===== src/rtl/uart_rx_if.sv =====
// uart_rx_if: serial line plus byte/strobe outputs of the UART receiver.
// Latency: n/a (wires only).
// Backpressure: none; the byte consumer must take each RX_VALID strobe.
// Ports: RX_SERIAL (line in), RX_PARALLEL[7:0], RX_VALID, FRAMING_ERROR,
//        BUSY, and PARITY_ERROR when UART_RX_PARITY_EN is defined.
// master = receiver side, slave = line driver / byte consumer side.
interface uart_rx_if;
  logic       RX_SERIAL;
  logic [7:0] RX_PARALLEL;
  logic       RX_VALID;
  logic       FRAMING_ERROR;
  logic       BUSY;
`ifdef UART_RX_PARITY_EN
  logic       PARITY_ERROR;
`endif

  modport master (
    input  RX_SERIAL,
`ifdef UART_RX_PARITY_EN
    output PARITY_ERROR,
`endif
    output RX_PARALLEL, RX_VALID, FRAMING_ERROR, BUSY
  );

  modport slave (
    output RX_SERIAL,
`ifdef UART_RX_PARITY_EN
    input  PARITY_ERROR,
`endif
    input  RX_PARALLEL, RX_VALID, FRAMING_ERROR, BUSY
  );
endinterface


===== src/rtl/uart_rx.sv =====
// uart_rx: 8N1 UART receiver (8E1 with UART_RX_PARITY_EN defined), CLK clocks per bit.
// Latency: strobe the cycle after edge 3+H+9*CLK from the first sync capture of the start bit (10*CLK with parity).
// Backpressure: none; RX_PARALLEL is held until the next good byte, strobes are one cycle.
// Ports: CLOCK, RESET_N (async active-low), rx (uart_rx_if.master):
//   RX_SERIAL in; RX_PARALLEL, RX_VALID, FRAMING_ERROR, BUSY out;
//   PARITY_ERROR out only when UART_RX_PARITY_EN is defined.
module uart_rx #(
  parameter int unsigned CLK = 87
) (
  input  logic      CLOCK,
  input  logic      RESET_N,
  uart_rx_if.master rx
);

  // Start bit is re-checked at its centre; data/stop bits are sampled a full
  // bit period after that, which lands them at their centres too.
  localparam logic [15:0] HALF   = 16'((CLK - 1) / 2);
  localparam logic [15:0] CLK_M1 = 16'(CLK - 1);

  typedef enum logic [2:0] {
    IDLE,
    START_BIT,
    DATA_BITS,
`ifdef UART_RX_PARITY_EN
    PARITY,
`endif
    STOP_BIT,
    WAIT_IDLE
  } state_t;

  state_t      state;
  logic        sync1;
  logic        rx_s;
  logic [15:0] cnt;
  logic [2:0]  idx;
  logic [7:0]  shift;
  logic [7:0]  rx_parallel;
  logic        rx_valid;
  logic        framing_error;
`ifdef UART_RX_PARITY_EN
  logic        par_bit;
  logic        parity_error;
`endif

  always_ff @(posedge CLOCK or negedge RESET_N) begin
    if (!RESET_N) begin
      state         <= IDLE;
      sync1         <= 1'b1;
      rx_s          <= 1'b1;
      cnt           <= 16'd0;
      idx           <= 3'd0;
      shift         <= 8'h00;
      rx_parallel   <= 8'h00;
      rx_valid      <= 1'b0;
      framing_error <= 1'b0;
`ifdef UART_RX_PARITY_EN
      par_bit       <= 1'b0;
      parity_error  <= 1'b0;
`endif
    end else begin
      sync1         <= rx.RX_SERIAL;
      rx_s          <= sync1;
      rx_valid      <= 1'b0;
      framing_error <= 1'b0;
`ifdef UART_RX_PARITY_EN
      parity_error  <= 1'b0;
`endif
      case (state)
        IDLE: begin
          cnt <= 16'd0;
          idx <= 3'd0;
          if (!rx_s) state <= START_BIT;
        end
        START_BIT: begin
          if (cnt == HALF) begin
            cnt <= 16'd0;
            // A line back high at mid-start was a glitch: drop it silently.
            state <= rx_s ? IDLE : DATA_BITS;
          end else begin
            cnt <= cnt + 16'd1;
          end
        end
        DATA_BITS: begin
          if (cnt == CLK_M1) begin
            cnt        <= 16'd0;
            shift[idx] <= rx_s;
            if (idx == 3'd7) begin
              idx <= 3'd0;
`ifdef UART_RX_PARITY_EN
              state <= PARITY;
`else
              state <= STOP_BIT;
`endif
            end else begin
              idx <= idx + 3'd1;
            end
          end else begin
            cnt <= cnt + 16'd1;
          end
        end
`ifdef UART_RX_PARITY_EN
        PARITY: begin
          if (cnt == CLK_M1) begin
            cnt     <= 16'd0;
            par_bit <= rx_s;
            state   <= STOP_BIT;
          end else begin
            cnt <= cnt + 16'd1;
          end
        end
`endif
        STOP_BIT: begin
          if (cnt == CLK_M1) begin
            cnt <= 16'd0;
            if (rx_s) begin
`ifdef UART_RX_PARITY_EN
              if (par_bit != ^shift) begin
                parity_error <= 1'b1;
              end else begin
                rx_parallel <= shift;
                rx_valid    <= 1'b1;
              end
`else
              rx_parallel <= shift;
              rx_valid    <= 1'b1;
`endif
              // Leaving mid-stop-bit lets a directly following start edge be caught.
              state <= IDLE;
            end else begin
              framing_error <= 1'b1;
              state         <= WAIT_IDLE;
            end
          end else begin
            cnt <= cnt + 16'd1;
          end
        end
        WAIT_IDLE: begin
          // A held-low (break) line must not be mistaken for a new start bit.
          if (rx_s) state <= IDLE;
        end
        default: state <= IDLE;
      endcase
    end
  end

  assign rx.RX_PARALLEL   = rx_parallel;
  assign rx.RX_VALID      = rx_valid;
  assign rx.FRAMING_ERROR = framing_error;
  assign rx.BUSY          = (state != IDLE);
`ifdef UART_RX_PARITY_EN
  assign rx.PARITY_ERROR  = parity_error;
`endif

endmodule

===== src/flat_wrapper.sv =====
// flat-port wrapper written by rule: the top's interface ports become plain ports
module uart_rx_flat 
#(
  parameter int unsigned CLK = 87
)
  (CLOCK, RESET_N, rx_RX_SERIAL, rx_RX_PARALLEL, rx_RX_VALID, rx_FRAMING_ERROR, rx_BUSY);
  uart_rx_if rx_i ();
  input  logic CLOCK;
  input  logic RESET_N;
  input wire logic [$bits(rx_i.RX_SERIAL)-1:0] rx_RX_SERIAL;
  output wire logic [$bits(rx_i.RX_PARALLEL)-1:0] rx_RX_PARALLEL;
  output wire logic [$bits(rx_i.RX_VALID)-1:0] rx_RX_VALID;
  output wire logic [$bits(rx_i.FRAMING_ERROR)-1:0] rx_FRAMING_ERROR;
  output wire logic [$bits(rx_i.BUSY)-1:0] rx_BUSY;
  assign rx_i.RX_SERIAL = rx_RX_SERIAL;
  assign rx_RX_PARALLEL = rx_i.RX_PARALLEL;
  assign rx_RX_VALID = rx_i.RX_VALID;
  assign rx_FRAMING_ERROR = rx_i.FRAMING_ERROR;
  assign rx_BUSY = rx_i.BUSY;
  uart_rx #(.CLK(CLK)) u_core (.CLOCK(CLOCK), .RESET_N(RESET_N), .rx(rx_i));
endmodule

===== config.mk =====
export PLATFORM = sky130hd
export DESIGN_NAME = uart_rx_flat
export DESIGN_NICKNAME = d
export VERILOG_FILES = /design/src/rtl/uart_rx_if.sv /design/src/rtl/uart_rx.sv /design/src/flat_wrapper.sv
export SDC_FILE = /design/constraint.sdc
export NUM_CORES = 1
export LEC_CHECK = 0
export CORE_UTILIZATION = 58
export DETAILED_ROUTE_END_ITERATION = 16
export MAX_ROUTING_LAYER = met4
export PLACE_DENSITY_LB_ADDON = 0.05
export SLEW_MARGIN = 20
export SYNTH_ARGS = -nofsm -noshare
export SYNTH_HDL_FRONTEND = slang
export SYNTH_SLANG_ARGS = --single-unit
export TNS_END_PERCENT = 20

===== constraint.sdc =====
create_clock -name CLOCK -period 3.06 [get_ports CLOCK]
set_clock_uncertainty 0.1 [all_clocks]
set_input_delay 0.306 -clock CLOCK [delete_from_list [all_inputs] [get_ports CLOCK]]
set_output_delay 0.306 -clock CLOCK [all_outputs]
set_load 0.005 [all_outputs]

==> impl_metrics.py, run 1 <==
metrics = {
    "run_status": {
        "status": "complete, no violations",
    },
    "die": {
        "die_w_um": 62.9,
        "start_util_pct": 62.5,
        "core_mm2": 0.00344,
        "die_y_um": 62.9,
        "rows": 21,
        "ios": 14,
        "dieArea_mm2": 0.00396,
    },
    "sta": {
        "finalCritPeriodShare_pct": 84.7,
        "slew_headroom_pct": 40.9,
        "final-hold-violation-count": 0,
        "worst_slack_ps": 468,
        "maxSlewViolCount": 0,
        "fin_crit_ps": 2590,
        "tightest_slew_ps": 887,
        "rsz0062_at_grt": "false",
        "setup_viol": 0,
        "fin_tns_setup_ps": 0,
        "max_freq_ghz": 0.386,
    },
    "synth": {
        "synth-edff-count": 0,
        "synth_area_leader_cell": "dfrtp_1",
        "yosys.area_share.simple_pct": 22.2,
        "netlist.area_leader.share_pct": 46.5,
        "async_flop_share_pct": 100,
        "synth_top_family_by_area": "simple AND/OR/NAND/NOR gates",
        "synthMuxAreaShare_pct": 7.21,
        "netlist_instances": 210,
        "synth-main-ff-cell": "dfrtp_1",
        "synth_warnings": 0,
        "avgSynthCellArea_um2": 10.2,
        "synth_cell_types": 43,
        "synthAdderAreaFrac_pct": 2.33,
        "syn_nets": 217,
        "yosys-top-cells-area": "dfrtp_1 (47%), mux2_2 (6.3%), nand4_1 (3.2%), o31ai_1 (3.1%), o21ai_0 (3.0%)",
        "synth_xor_area_share_pct": 1.22,
        "synth_area_mm2": 0.00215,
        "synth_compound_area_share_pct": 14.7,
        "synth-seq-cells": 42,
        "synth-seq-area-share_pct": 49.0,
    },
    "route": {
        "drt_wl_total_mm": 4.37,
        "detail-route-antenna-nets": 0,
        "num_vias": 1722,
        "via_per_inst": 6.43,
        "drt-initial-drc-count": 79,
        "post_drt_wl_per_cell_um": 16.3,
        "drc": 0,
        "first_pass_iters": 4,
    },
    "pwr": {
        "vdd_drop_max_v": 0.000240,
        "p_leak_nw": 1.02,
        "p_total_w": 0.00103,
        "power_density_mw_per_mm2": 430,
    },
    "worst_setup_path": {
        "ff2ff_setup_slack_ps": 470,
        "worst-path-max-fanout": 8,
        "timing.rr.start": "u_core.cnt[12]",
        "path_class": "reg2reg",
        "crit_path_end": "u_core.rx.RX_PARALLEL[2]",
        "critPathArrivalTime_ps": 2670,
        "startpoint_type": "flop",
        "crit_required_ps": 3140,
        "end_kind": "flop",
        "startpoint": "u_core.cnt[12]",
        "r2r_cells": 4,
        "reg2reg_to": "u_core.rx.RX_PARALLEL[2]",
    },
    "clock_tree": {
        "cts_htree_levels": 2,
        "clock_latency_ps": 290,
        "postCtsSetupRepairBufs": 0,
        "clockRootBuffer": "clkbuf_8",
        "cts.sinks": 42,
        "cts_tree": "done",
        "holdBufCountCts": 0,
        "clkTransAtPathRegs_ps": 80,
        "ctsLongestPathBuffers": 2,
        "cts_buffers": 5,
        "cts_resized": 0,
    },
    "place": {
        "dpl.cell_count": 260,
        "pre_cts_ws_ps": 493,
        "port_buffers": 13,
        "dp_hpwl_mm": 3.03,
        "gp_congestion": 0.803,
    },
    "grt": {
        "grt_max_degree": 43,
        "use_met2_pct": 40.7,
        "grt_pass1_vias": 1677,
        "use_met3_pct": 6.57,
        "grt_overflow": 0,
        "grt_antenna_before_repair": 0,
        "grtUsageMet1_pct": 31.2,
        "top_usage_layer": "met2",
        "grt_pass1_wl_mm": 7.78,
        "grt_usage_pct": 26.0,
    },
    "final_layout": {
        "fillCellCount": 268,
        "mostFrequentLayoutCell": "dfrtp_1",
        "layout_common_cells": "dfrtp_1 (40), o21ai_0 (13)",
        "nets": 228,
        "antenna_cells": 0,
        "final_cells": 268,
        "areaGrowthSynthToFinish_pct": 11.6,
        "post-route-util_pct": 69.7,
        "final_layout_size_suffix_gt1_share_pct": 13.5,
    },
    "hold_path": {
        "min_path_type": "in2async",
    },
    "job": {
        "maxCapViolCount": 0,
    },
}
report_power, final:
part / total, W / internal [W] / switching (W) / leakage [nW]
sequential: 0.000589 / 0.000567 / 0.0000229 / 0.571
combinational: 0.0000807 / 0.0000283 / 0.0000525 / 0.405
clock: 0.000363 / 0.000184 / 0.000179 / 0.0455
per-layer routing:
| metal | wire (um) | vias up |
|---|---|---|
| met5 | 0 | - |
| met4 | 75 | 0 |
| met3 | 176 | 9 |
| met2 | 2270 | 41 |
| met1 | 1850 | 866 |
| li1 | - | 806 |
stage by stage:
step	hold slack, ps	cell area [um2]
floorplan	-89.6	2150
global placement	247	2310
detailed placement	250	2310
CTS	63.2	2400
global route	107	2400
finish	31.4	2400
worst max-delay path, cell delays in order (launching register included):
cell     delay, ps
dfrtp_1        440
nor4_2         440
nand3_1        400
nor4_4         670
mux2_2         420
cells by family (layout without fill, tap and decap cells):
kind of cell	Yosys count	after routing
AND/OR/NAND/NOR	83	83
XOR/XNOR	3	3
adder cells (fa/ha/maj)	4	4
multiplexers	14	14
flip-flops	42	42
AO/OA/AOI/OAI	45	45
buffers and inverters	19	31
worst min-delay path by stage:
stage	slack, ps	endpoint	startpoint
finish	30	u_core.idx[2]	RESET_N
global route	110	u_core.cnt[1]	RESET_N
CTS	60	u_core.cnt[5]	RESET_N
detailed placement	250	u_core.rx_s	u_core.sync1
global placement	250	u_core.rx_s	u_core.sync1
floorplan	-90	u_core.cnt[0]	RESET_N
sequential cells by signal (all words and copies together), names as in the netlist:
signal,flops
u_core.cnt,16
u_core.idx,3
u_core.rx.FRAMING_ERROR,1
u_core.rx.RX_PARALLEL,8
u_core.rx.RX_VALID,1
u_core.rx_s,1
u_core.shift,8
u_core.state,3
u_core.sync1,1
cell usage after synthesis (2+ instances only):
cell and number:
dfrtp_1 40, o21ai_0 13, mux2_2 12, nand2_1 12
nand3_1 12, nor2_1 12, nand4_1 11, clkbuf_1 10
nor3_1 9, o31ai_1 9, a21oi_1 8, inv_1 7
o211ai_1 6, or3_1 5, and3_1 4, ha_1 4
a311oi_1 3, and2_1 2, dfstp_2 2, mux2i_1 2
nand3b_1 2, nor2b_1 2, nor4b_1 2, xor2_1 2
final cells by class:
type	count	area [um2]	share of cell area, %
Sequential cell	42	1050	43.9
Timing Repair Buffer	16	148	6.15
Inverter	7	26.3	1.09
Tap cell	46	57.6	2.40
Multi-Input combinational cell	149	1020	42.7
Clock buffer	8	90.1	3.75
Note: power is estimated with default switching activity, not from simulation.
==> inputs of run 2 (changes only) <==
--- a/config.mk
+++ b/config.mk
@@ -5,7 +5,7 @@
 export SDC_FILE = /design/constraint.sdc
 export NUM_CORES = 1
 export LEC_CHECK = 0
-export CORE_UTILIZATION = 58
+export CORE_UTILIZATION = 52
 export DETAILED_ROUTE_END_ITERATION = 16
 export MAX_ROUTING_LAYER = met4
 export PLACE_DENSITY_LB_ADDON = 0.05
==> constraint.sdc (replaced) <==
create_clock -name CLOCK -period 2.1 [get_ports CLOCK]
set_clock_uncertainty 0.1 [all_clocks]
set_input_delay 0.21 -clock CLOCK [delete_from_list [all_inputs] [get_ports CLOCK]]
set_output_delay 0.21 -clock CLOCK [all_outputs]
set_load 0.005 [all_outputs]
==> run 2 against run 1 <==
The run now ends with setup timing left. Worst hold slack better by 190 ps. Clock power up 72%. Via count up 4.5%. Worst setup slack worse by 470 ps. Combinational power rose to 2.5 times the previous value. First-iteration DRC count up 52%. Die area up 11%. Register-to-register slack worse by 470 ps.
==> impl_metrics.py, run 2 (same netlist as run 1, synthesis figures left out) <==
metrics = {
    "final_layout": {
        "antenna_cells": 0,
        "nets": 250,
        "mostFrequentLayoutCell": "dfrtp_1",
        "regMostFlops": "u_core.cnt",
        "largest_register_ffs": 16,
        "fillCellCount": 300,
        "layout_common_cells": "dfrtp_1 (39), buf_4 (22), o21ai_0 (13), clkdlybuf4s50_1 (12)",
        "areaGrowthSynthToFinish_pct": 26.4,
        "final_cells": 294,
        "design_area_mm2": 0.00272,
        "final_layout_size_suffix_gt1_share_pct": 27.5,
    },
    "worst_setup_path": {
        "path_class": "reg2reg",
        "critical_path_buf_inv_count": 2,
        "crit_required_ps": 2180,
        "startpoint_type": "flop",
        "ff2ff_setup_slack_ps": -4,
        "critical_path.max_stage_delay_ps": 500,
        "crit_slowest_cell": "or4_4",
        "cp_cell_sequence": "inv_2, ha_4, nand2_2, or4_4, nor4_4, buf_4, mux2_2",
        "cp_top_family": "simple AND/OR/NAND/NOR gates",
        "end_kind": "flop",
        "critPathArrivalTime_ps": 2180,
        "worst-path-max-fanout": 6,
    },
    "clock_tree": {
        "clock_latency_ps": 290,
        "cts_htree_levels": 2,
        "ctsLongestPathBuffers": 2,
        "cts_buffers": 5,
        "clkTransAtPathRegs_ps": 80,
        "clockRootBuffer": "clkbuf_8",
        "cts_tree": "done",
        "cts.sinks": 42,
    },
    "sta": {
        "final-hold-violation-count": 0,
        "finalCritPeriodShare_pct": 100,
        "maxSlewViolCount": 0,
        "slew_headroom_pct": 59.7,
        "rsz0062_at_grt": "true",
        "setup_viol": 1,
        "fin_crit_ps": 2100,
        "worst_slack_ps": -3.96,
        "tightest_slew_ps": 604,
        "max_freq_ghz": 0.475,
    },
    "route": {
        "num_vias": 1799,
        "detail-route-antenna-nets": 0,
        "drt-initial-drc-count": 120,
        "via_per_inst": 6.12,
        "post_drt_wl_per_cell_um": 17.1,
        "drc": 0,
        "drt_wl_total_mm": 5.02,
        "first_pass_iters": 5,
    },
    "job": {
        "maxCapViolCount": 0,
    },
    "place": {
        "pre_cts_ws_ps": -26.0,
        "placed_cell_area_mm2": 0.00248,
        "gp_congestion": 0.888,
        "dp_hpwl_mm": 3.33,
        "dpl.cell_count": 282,
        "port_buffers": 13,
    },
    "die": {
        "die_w_um": 66.3,
        "dieArea_mm2": 0.00440,
        "ios": 14,
        "start_util_pct": 54.2,
        "die_y_um": 66.3,
        "core_mm2": 0.00397,
        "rows": 23,
    },
    "hold_path": {
        "min_path_type": "in2reg",
    },
    "pwr": {
        "p_leak_nw": 1.18,
        "vdd_drop_max_v": 0.000485,
        "power_density_mw_per_mm2": 620,
        "p_total_w": 0.00168,
    },
    "grt": {
        "grt_overflow": 0,
        "grt_max_degree": 28,
        "grt_antenna_before_repair": 0,
        "grt_pass1_vias": 1730,
        "grt_usage_pct": 25.2,
        "grt_pass1_wl_mm": 8.05,
    },
    "run_status": {
        "violations": "setup timing",
        "status": "finished with violations",
    },
}
-- run 2: cell types whose count changed in the layout (fill, tap and decap cells not counted), moves of 2 or more --
cell	previous run	this run
nor4b_1	2	0
clkinv_2	0	2
a21oi_2	0	2
clkbuf_1	2	0
nor4b_2	0	2
mux2_4	0	4
mux2_2	12	8
buf_4	3	22
a21oi_1	8	6
-- run 2: where the power goes --
part | switching, W | internal, W | total (W)
registers | 0.0000309 | 0.000826 | 0.000856
logic | 0.000109 | 0.0000931 | 0.000202
clock network | 0.000276 | 0.000350 | 0.000626
-- run 2: worst register-to-register path: stages, from the launching register on --
cell	delay (ps)
dfrtp_1	400
inv_2	80
ha_4	130
nand2_2	50
or4_4	500
nor4_4	200
buf_4	190
mux2_2	330
-- run 2: cell type report --
class | count | area, um2 | area share (%)
inverters | 7 | 26.3 | 0.967
repair buffers | 38 | 345 | 12.7
multi-input cells | 149 | 1120 | 41.2
clock buffers | 5 | 68.8 | 2.53
flip-flops and latches | 42 | 1050 | 38.8
clock inverters | 3 | 40.0 | 1.47
well taps | 50 | 62.6 | 2.30
-- run 2: final timing paths --
| kind | from | endpoint | cells past startpoint |
|---|---|---|---|
| setup / recovery | u_core.cnt[0] | u_core.rx.RX_PARALLEL[3] | 7 |
| hold / removal | rx_RX_SERIAL | u_core.sync1 | 1 |
| setup reg to reg | u_core.cnt[0] | u_core.rx.RX_PARALLEL[3] | 7 |
| hold reg to reg | u_core.sync1 | u_core.rx_s | 0 |
| max in group asynchronous | RESET_N | u_core.rx_s | 3 |
| min in group asynchronous | RESET_N | u_core.cnt[7] | 2 |
-- run 2: what timing repair did --
action,CTS,global route
setup buffers,0,2
hold buffers,1,0
hold endpoints to repair,24,0
endpoints found under the setup margin,3,26
gates cloned,0,1
pin swaps,0,2
gates resized for setup,3,16
-- run 2: metal layers --
metal  GRT usage [%]  routed length (um)  vias to the layer above
met4            8.78                 112                        0
met2            40.8                2480                       47
met5               -                   0                        -
met1            31.1                2240                      886
li1                -                   -                      852
met3            5.34                 196                       14
-- run 2: metrics by stage --
stage	utilization [%]	TNS, ps	hold slack, ps
2_1_floorplan	-	0	-186
3_3_place_gp	62.4	0	144
3_5_place_dp	62.4	-26.0	154
4_1_cts	65.6	-2.21	212
5_1_grt	68.4	-750	224
6_report	68.4	-3.96	220
